**config.mk**
```make
export PLATFORM = sky130hd
export DESIGN_NAME = uart_tx_fifo
export DESIGN_NICKNAME = d
export VERILOG_FILES = /design/src/rtl/uart_tx_fifo.sv
export SDC_FILE = /design/constraint.sdc
export NUM_CORES = 1
export LEC_CHECK = 0
export BUFFER_PORTS_ARGS = -buffer_cell sky130_fd_sc_hd__clkbuf_2
export CORE_MARGIN = 5
export CORE_UTILIZATION = 40
export CTS_CLUSTER_SIZE = 24
export DETAILED_ROUTE_END_ITERATION = 6
export PLACE_DENSITY_LB_ADDON = 0.3
export SLEW_MARGIN = 20
export SYNTH_ARGS = -nofsm -noshare
export SYNTH_HDL_FRONTEND = slang
export SYNTH_SLANG_ARGS = --single-unit
```
**constraint.sdc**
```tcl
create_clock -name clk -period 6 [get_ports clk]
set_input_delay 0.6 -clock clk [delete_from_list [all_inputs] [get_ports clk]]
set_output_delay 0.6 -clock clk [all_outputs]
set_load 0.005 [all_outputs]
```
**src/rtl/uart_tx_fifo.sv**
```systemverilog
// UART transmitter with a transmit FIFO.
// A character is popped from the FIFO into the frame engine, together with a
// snapshot of the line settings. The frame engine then shifts out
// start / data (LSB first) / optional parity / 1 or 2 stop bits.
// txd is registered from the current state, so the line lags the state by one cycle.
module uart_tx_fifo #(
  parameter int unsigned DATA_BITS  = 8,
  parameter int unsigned FIFO_DEPTH = 16,
  parameter int unsigned DIV_WIDTH  = 16
) (
  input  logic                          clk,
  input  logic                          rstn,
  input  logic [DIV_WIDTH-1:0]          baud_div,
  input  logic                          parity_en,
  input  logic                          parity_odd,
  input  logic                          stop2,
  input  logic [DATA_BITS-1:0]          wr_data,
  input  logic                          wr_valid,
  output logic                          wr_ready,
  output logic [$clog2(FIFO_DEPTH):0]   fifo_count,
  output logic                          busy,
  output logic                          frame_done,
  output logic                          txd
);

  localparam int unsigned PW  = $clog2(FIFO_DEPTH);
  localparam int unsigned CW  = PW + 1;
  localparam int unsigned BIW = $clog2(DATA_BITS);

  typedef enum logic [2:0] {StIdle, StStart, StData, StParity, StStop} state_e;

  // Reset release synchroniser and run qualifier
  logic [1:0]           r_rst_sync;
  logic                 w_run;

  // FIFO storage and bookkeeping
  logic [DATA_BITS-1:0] r_mem [FIFO_DEPTH];
  logic [PW-1:0]        r_wptr;
  logic [PW-1:0]        r_rptr;
  logic [CW-1:0]        r_count;
  logic                 w_full;
  logic                 w_push;
  logic                 w_pop;

  // Frame engine
  state_e               r_state;
  state_e               w_state_nxt;
  logic [DIV_WIDTH-1:0] r_baud_cnt;
  logic [DIV_WIDTH-1:0] r_div;
  logic                 r_par_en;
  logic                 r_par_odd;
  logic                 r_stop2;
  logic [DATA_BITS-1:0] r_data;
  logic [BIW-1:0]       r_bit_idx;
  logic                 r_stop_cnt;
  logic                 r_txd;
  logic                 r_frame_done;
  logic                 w_tick;
  logic                 w_done;
  logic                 w_txd;

  // Reset assertion is immediate; release ripples through two flops so the
  // core only starts accepting work once rstn has been seen high for two edges.
  always_ff @(posedge clk or negedge rstn) begin
    if (!rstn) begin
      r_rst_sync <= 2'b00;
    end else begin
      r_rst_sync <= {r_rst_sync[0], 1'b1};
    end
  end

  assign w_run = r_rst_sync[1];

  // Full is judged on the registered count only, so a same-cycle pop never
  // opens a slot for a push.
  assign w_full   = (r_count == CW'(FIFO_DEPTH));
  assign wr_ready = ~w_full;
  assign w_push   = wr_valid & ~w_full & w_run;

  // FIFO storage write port; contents need no reset since the count guards reads.
  always_ff @(posedge clk) begin
    if (w_push) begin
      r_mem[r_wptr] <= wr_data;
    end
  end

  // FIFO pointers and occupancy; pointers wrap naturally at the power-of-2 depth.
  always_ff @(posedge clk or negedge rstn) begin
    if (!rstn) begin
      r_wptr  <= '0;
      r_rptr  <= '0;
      r_count <= '0;
    end else begin
      if (w_push) r_wptr <= r_wptr + PW'(1);
      if (w_pop)  r_rptr <= r_rptr + PW'(1);
      unique case ({w_push, w_pop})
        2'b10:   r_count <= r_count + CW'(1);
        2'b01:   r_count <= r_count - CW'(1);
        default: r_count <= r_count;
      endcase
    end
  end

  assign w_tick = (r_baud_cnt == '0);

  // Next-state, pop request, end-of-frame strobe and line level for this state.
  always_comb begin
    w_state_nxt = r_state;
    w_pop       = 1'b0;
    w_done      = 1'b0;
    w_txd       = 1'b1;
    unique case (r_state)
      StIdle: begin
        if (w_run && (r_count != '0)) begin
          w_pop       = 1'b1;
          w_state_nxt = StStart;
        end
      end
      StStart: begin
        w_txd = 1'b0;
        if (w_tick) w_state_nxt = StData;
      end
      StData: begin
        w_txd = r_data[r_bit_idx];
        if (w_tick && (r_bit_idx == BIW'(DATA_BITS - 1))) begin
          w_state_nxt = r_par_en ? StParity : StStop;
        end
      end
      StParity: begin
        w_txd = (^r_data) ^ r_par_odd;
        if (w_tick) w_state_nxt = StStop;
      end
      StStop: begin
        w_txd = 1'b1;
        // Second stop bit only when two were requested and the first is done.
        if (w_tick && (!r_stop2 || r_stop_cnt)) begin
          w_done = 1'b1;
          if (r_count != '0) begin
            w_pop       = 1'b1;
            w_state_nxt = StStart;
          end else begin
            w_state_nxt = StIdle;
          end
        end
      end
      default: w_state_nxt = StIdle;
    endcase
  end

  // State register.
  always_ff @(posedge clk or negedge rstn) begin
    if (!rstn) begin
      r_state <= StIdle;
    end else begin
      r_state <= w_state_nxt;
    end
  end

  // Frame datapath: snapshot settings on pop, bit timer, bit and stop counters.
  always_ff @(posedge clk or negedge rstn) begin
    if (!rstn) begin
      r_baud_cnt <= '0;
      r_div      <= '0;
      r_par_en   <= 1'b0;
      r_par_odd  <= 1'b0;
      r_stop2    <= 1'b0;
      r_data     <= '0;
      r_bit_idx  <= '0;
      r_stop_cnt <= 1'b0;
    end else if (w_pop) begin
      r_baud_cnt <= baud_div;
      r_div      <= baud_div;
      r_par_en   <= parity_en;
      r_par_odd  <= parity_odd;
      r_stop2    <= stop2;
      r_data     <= r_mem[r_rptr];
      r_bit_idx  <= '0;
      r_stop_cnt <= 1'b0;
    end else if (r_state != StIdle) begin
      r_baud_cnt <= w_tick ? r_div : (r_baud_cnt - DIV_WIDTH'(1));
      if ((r_state == StData) && w_tick) r_bit_idx <= r_bit_idx + BIW'(1);
      if ((r_state == StStop) && w_tick) r_stop_cnt <= 1'b1;
    end
  end

  // Registered line and end-of-frame pulse, aligned with the last stop cycle on txd.
  always_ff @(posedge clk or negedge rstn) begin
    if (!rstn) begin
      r_txd        <= 1'b1;
      r_frame_done <= 1'b0;
    end else begin
      r_txd        <= w_txd;
      r_frame_done <= w_done;
    end
  end

  assign txd        = r_txd;
  assign frame_done = r_frame_done;
  assign fifo_count = r_count;
  assign busy       = (r_state != StIdle) | (r_count != '0);

endmodule

```
# --- Word level (Yosys, flattened, before mapping) ---
# Memory sizes are Yosys's and may differ from the RTL's. A register that Yosys moved wholly into a read port is not among the register bits.
# Index checks and enable logic that the tools add are counted.
# Widths: inputs -> output; s select.
totals:
  inputBits: 30
  mem_count: 1
  reg_bits: 59
  ramBits: 128
classes:
  eq_ne: 13
  n_mux: 29
  order_cmp: 1
  n_bitwise: 5
  n_reduce_logical: 20
  n_addsub: 6
memory_table:
  columns: ["name", "depth", "width", "rd", "rd_ports_with_merged_regs", "write_ports", "line", "source"]
  rows:
  - ["r_mem", 16, 8, 1, 1, 1, "37", "logic [DATA_BITS-1:0] r_mem [FIFO_DEPTH];"]
op_table:
  columns: ["operator", "count"]
  rows:
  - ["$mux 16", 3]
  - ["$mux 3", 9]
  - ["$logic_not 16->1", 1]
  - ["$sub 16x1->16 const B", 1]
  - ["$pmux 3 s5", 1]
  - ["$mux 1", 12]
  - ["$ne 2x2->1 const B", 5]
  - ["$pmux 5 s2", 1]
  - ["$add 4x1->4 const B", 2]
  - ["$reduce_bool 2->1", 4]
  - ["$reduce_xor 8->1", 1]
  - ["$eq 3x2->1 const B", 2]
  - ["$eq 3x3->1 const B", 2]
  - ["$add 5x1->5 const B", 1]
  - ["$eq 5x5->1 const B", 1]
  - ["$logic_and 1x1->1", 5]
  - ["$reduce_and 5->1", 1]
  - ["$reduce_bool 5->1", 1]
  - ["$sub 5x1->5 const B", 1]
  - ["$lt 3x4->1 const B", 1]
  - ["$reduce_and 2->1", 2]
  - ["$add 3x1->3 const B", 1]
  - ["$bmux 1 s3", 1]
  - ["$eq 3x1->1 const B", 1]
  - ["other kinds (12)", 14]

# --- Depth between registers and ports, before layout ---
logic_depth:
  word_depth: 7
  ltp_mapped: 17
  depth_no_buf: 14

# --- Least setup slack after synthesis ---
# Ideal clock, no wire load.
synth_path:
  path_type: "reg-to-reg"
  start: "register r_baud_cnt[0]"
  end: "register r_count[4], in the netlist fifo_count[4]"
  arrival_time_ns: 3.386
  path_buffers: 3
  period_less_slack_ns: 3.514
  required_time_ns: 5.872
  path_stages_with_launch: 18
  setup_ns: 0.128
  setup_slack_ns: 2.486
  path_cell_list: "dfrtp_1 -> inv_1 -> ha_1 -> or3b_2 -> buf_2 -> a211oi_4 -> a31oi_4 -> nor2_8 -> buf_2 -> ha_1 -> clkbuf_1 -> xor2_1 -> ha_1 -> nor2b_1 -> o21ai_0 -> a31oi_1 -> nor2_1 -> xor2_1"
synth_between:
  elab_chain_len: 6
  word_cells_on_any_way: 8
  classes_between: "eq/ne: 2; mux: 3; reduce/logical: 3"
synth_rtl:
  columns: ["element", "line", "source"]
  rows:
  - ["from (decl)", "48", "logic [DIV_WIDTH-1:0] r_baud_cnt;"]
  - ["from (signal assigned)", "171", "r_baud_cnt <= baud_div;"]
  - ["from (signal assigned)", "180", "r_baud_cnt <= w_tick ? r_div : (r_baud_cnt - DIV_WIDTH'(1));"]
  - ["$logic_not 16->1 *", "104", "assign w_tick = (r_baud_cnt == '0);"]
  - ["$logic_and 1x1->1 *", "136", "if (w_tick && (!r_stop2 || r_stop_cnt)) begin"]
  - ["$mux 1 *", "136", null]
  - ["$pmux 1 s2 *", "112", "unique case (r_state)"]
  - ["named net w_pop", "43", "logic w_pop;"]
  - ["$eq 2x1->1 / $eq 2x2->1 (equally long branches)", "96", "unique case ({w_push, w_pop})"]
  - ["$pmux 5 s2 / $reduce_bool 2->1 (equally long branches)", null, null]
  - ["to (signal assigned)", "97", "2'b10: r_count <= r_count + CW'(1);"]
  - ["to (signal assigned)", "98", "2'b01: r_count <= r_count - CW'(1);"]
  - ["to (signal assigned)", "99", "default: r_count <= r_count;"]
  - ["to (decl)", "40", "logic [CW-1:0] r_count;"]
# The timed path passes the listed nets; every way through them passes the cells marked *.
# A chain may end at the register's enable or synchronous reset.

# --- Worst setup path in the final report ---
layout_path:
  start: "register r_baud_cnt[0]"
  end: "register r_count[4], in the netlist fifo_count[4]"
layout_between:
  elab_chain_len: 6
  word_cells_on_any_way: 8
  classes_between: "eq/ne: 2; mux: 3; reduce/logical: 3"
layout_rtl:
  columns: ["element", "line"]
  rows:
  - ["$logic_not 16->1 *", "104"]
  - ["$logic_and 1x1->1 *", "136"]
  - ["$mux 1 *", "136"]
  - ["$pmux 1 s2 *", "112"]
  - ["$eq 2x1->1 / $eq 2x2->1 (equally long branches)", "96"]
  - ["$pmux 5 s2 / $reduce_bool 2->1 (equally long branches)", null]
# Mark *: on every way between the ends. The rest lies on a longest branch, timed or not.

==> impl_metrics.json <==
{
  "grt_pass1_vias": 5051,
  "synth_cells": 553,
  "die_area_sq_um": 24600,
  "clk_latency_ns": 0.44,
  "yosysTopAreaCell": "edfxtp_1",
  "mostFrequentLayoutCells": "edfxtp_1, dfrtp_1, mux4_2",
  "finalHoldViolations": 0,
  "synth_top_family_by_area": "multiplexers",
  "status": "completed",
  "dr.pass1.iters": 4,
  "fin_tns_setup_ns": 0,
  "power_leakage_nw": 3.46,
  "drive_gt1_share_pct": 23.4,
  "ir_drop_uv": 223,
  "ys_seq_area_share_pct": 64.0,
  "ctsLongestPathBuffers": 2,
  "vias": 4918,
  "muxShareOfSynthArea_pct": 14.6,
  "gr-total-overflow": 0,
  "initial_utilization_pct": 40.8,
  "path_clk_slew_ns": 0.08,
  "synth_top_area_share_pct": 44.5,
  "final_common_cell": "edfxtp_1",
  "tightest_slew_ns": 0.909,
  "syn_area_sq_um": 8630,
  "slew_violations": 0,
  "rsz0062_at_grt": "false",
  "fin_crit_ns": 4.14,
  "ctsHoldBuffers": 0,
  "yosys_warnings": 0,
  "powerDensity_nw_per_um2": 468,
  "grt_pass1_wl_um": 28600,
  "whs_ns": 0.351,
  "grt_max_degree": 68,
  "synth_area_leaders": "edfxtp_1, dfrtp_1, mux4_2",
  "avgViaCountPerCell": 5.67,
  "area_growth_pct": 11.9,
  "grt_use_total_pct": 15.2,
  "dr.first_iter.drc_count": 308,
  "slew_headroom_pct": 39.4,
  "synth_fa_ha_area_share_pct": 1.74,
  "post_drt_wl_per_cell_um": 20.6,
  "diodes": 0,
  "syn_avg_cell_area_sq_um": 15.6,
  "critPathLaunchType": "flip-flop",
  "routabilityCongestion": 0.818,
  "required_ns": 6.36,
  "port-buffer-count": 38,
  "final_nets": 622,
  "yosys.area_share.xor_xnor_pct": 2.64,
  "root_buffer": "clkbuf_16",
  "synth.net_count": 595,
  "drt_wl_total_um": 17900,
  "ctsResizeCount": 0,
  "synth_edf_count": 128,
  "r2r_slack_ns": 1.86,
  "async_reset_ff_share_pct": 34.4,
  "cts_made_buffers": 17,
  "hp-class": "primary input to async pin",
  "cts_tree": "yes",
  "htreeDepth": 4,
  "io_pins": 39,
  "clock.fmax_ghz": 0.241,
  "ys.flop_type": "edfxtp_1",
  "die_h_um": 157,
  "synth_compound_area_share_pct": 6.64,
  "dpl.hpwl_um": 11400,
  "ant_nets": 0,
  "crit_fanout": 36,
  "dieWidth_um": 157,
  "cts.sinks": 195,
  "ys_ff_latch": 195,
  "cts_setup_buffers": 0,
  "grt_antenna_before_repair": 0,
  "min_period_over_period_pct": 69.1,
  "synth_cell_type_count": 61,
  "worstSetupPathType": "flip-flop to flip-flop",
  "finalClockSkew_ns": 0.0126,
  "cp.arrival_ns": 4.50,
  "core_sq_um": 21200,
  "drc": 0,
  "endpoint_kind": "flip-flop",
  "rows": 53,
  "maxCapViolCount": 0,
  "finalSetupViolCount": 0,
  "yosys.area_share.simple_pct": 7.97
}
==> cell families after synthesis <==
group,count (synthesis)
AOI/OAI and AO/OA,82
xor gates and xnor gates,26
adders and majority gates,12
buffers and inverters,47
DFF,195
muxes,71
other,1
and+or+nand+nor,119
==> critical path, stage by stage, from the launching register on <==
cell	delay (ns)
dfrtp_1	0.43
inv_1	0.09
ha_1	0.20
or3b_2	0.60
a211oi_4	0.35
a31oi_4	0.29
nor2_8	0.59
ha_1	0.43
xor2_1	0.12
ha_1	0.22
nor2b_1	0.13
o21ai_0	0.20
a31oi_1	0.12
nor2_1	0.13
xor2_1	0.14
==> sequential cells by signal, indices dropped and copies added, names as in the netlist <==
register,count
fifo_count,5
frame_done,1
r_baud_cnt,16
r_bit_idx,3
r_data,8
r_div,16
r_mem,128
r_par_en,1
r_par_odd,1
r_rptr,4
r_rst_sync,2
r_state,3
r_stop2,1
r_stop_cnt,1
r_wptr,4
txd,1
==> power breakdown <==
| part | internal, mW | total (mW) | switching [mW] |
|---|---|---|---|
| registers | 1.69 | 2.00 | 0.310 |
| clock network | 0.575 | 1.16 | 0.583 |
| logic | 0.692 | 1.37 | 0.677 |
==> layer usage <==
layer	wire length (um)	share of wire, %	global-route usage (%)	vias up
met5	0	0	0	-
met4	181	1.0	3.84	0
met3	816	4.6	3.16	15
met2	8830	49	24.6	124
met1	8040	45	21.1	2572
li1	-	-	-	2207
==> final timing paths <==
kind,from,to,cells past startpoint
min in group clk,r_rst_sync[0],r_rst_sync[1],0
max in group asynchronous,rstn,r_rptr[0],2
max reg2reg,r_baud_cnt[0],fifo_count[4],14
min,rstn,fifo_count[2],2
max,r_baud_cnt[0],fifo_count[4],14
min reg2reg,r_rst_sync[0],r_rst_sync[1],0
==> stage by stage <==
step | util, % | setup WS, ns | power, mW | instances | instance area (sq um)
final | 45.7 | 1.86 | 4.52 | 868 | 9660
after global routing | 45.7 | 1.56 | 4.78 | 868 | 9660
after CTS | 45.7 | 1.88 | 4.56 | 868 | 9660
after detailed placement | 42.8 | 1.90 | 3.40 | 836 | 9040
after global placement | 42.8 | 2.07 | 3.34 | 836 | 9040
after floorplan | - | 2.49 | 3.01 | 553 | 8630
==> cell usage after synthesis, types with 2 or more instances <==
master,n
or3_1,4
or4_1,4
xor2_1,12
o2111ai_1,2
and3_1,2
or2_2,4
nor3_1,7
edfxtp_1,128
or3b_2,2
a221oi_1,3
o21ai_0,24
inv_1,13
a21oi_1,12
o32ai_1,2
o22ai_1,3
nor2_1,16
mux2_2,8
buf_6,2
nor3b_1,5
mux2_1,14
nor4_1,8
o211ai_1,9
a32oi_1,6
nor2b_1,2
nand3_1,15
clkbuf_1,20
nand2b_1,3
nand4_1,3
o221ai_1,5
buf_2,10
buf_1,2
mux4_2,42
ha_1,12
and2_1,16
xnor2_1,14
mux2i_1,7
nand2_1,20
dfrtp_1,66
a31oi_1,2
o21a_1,3
==> final cells by class <==
class                      count  area [sq um]
multi-input combinational    311          2910
timing repair buffer          42           220
sequential                   195          5520
clock inverter                15           194
inverter                      13          48.8
clock buffer                  17           425
tap                          275           344
fill                        1823         11500
(Power assumes the default switching activity.)
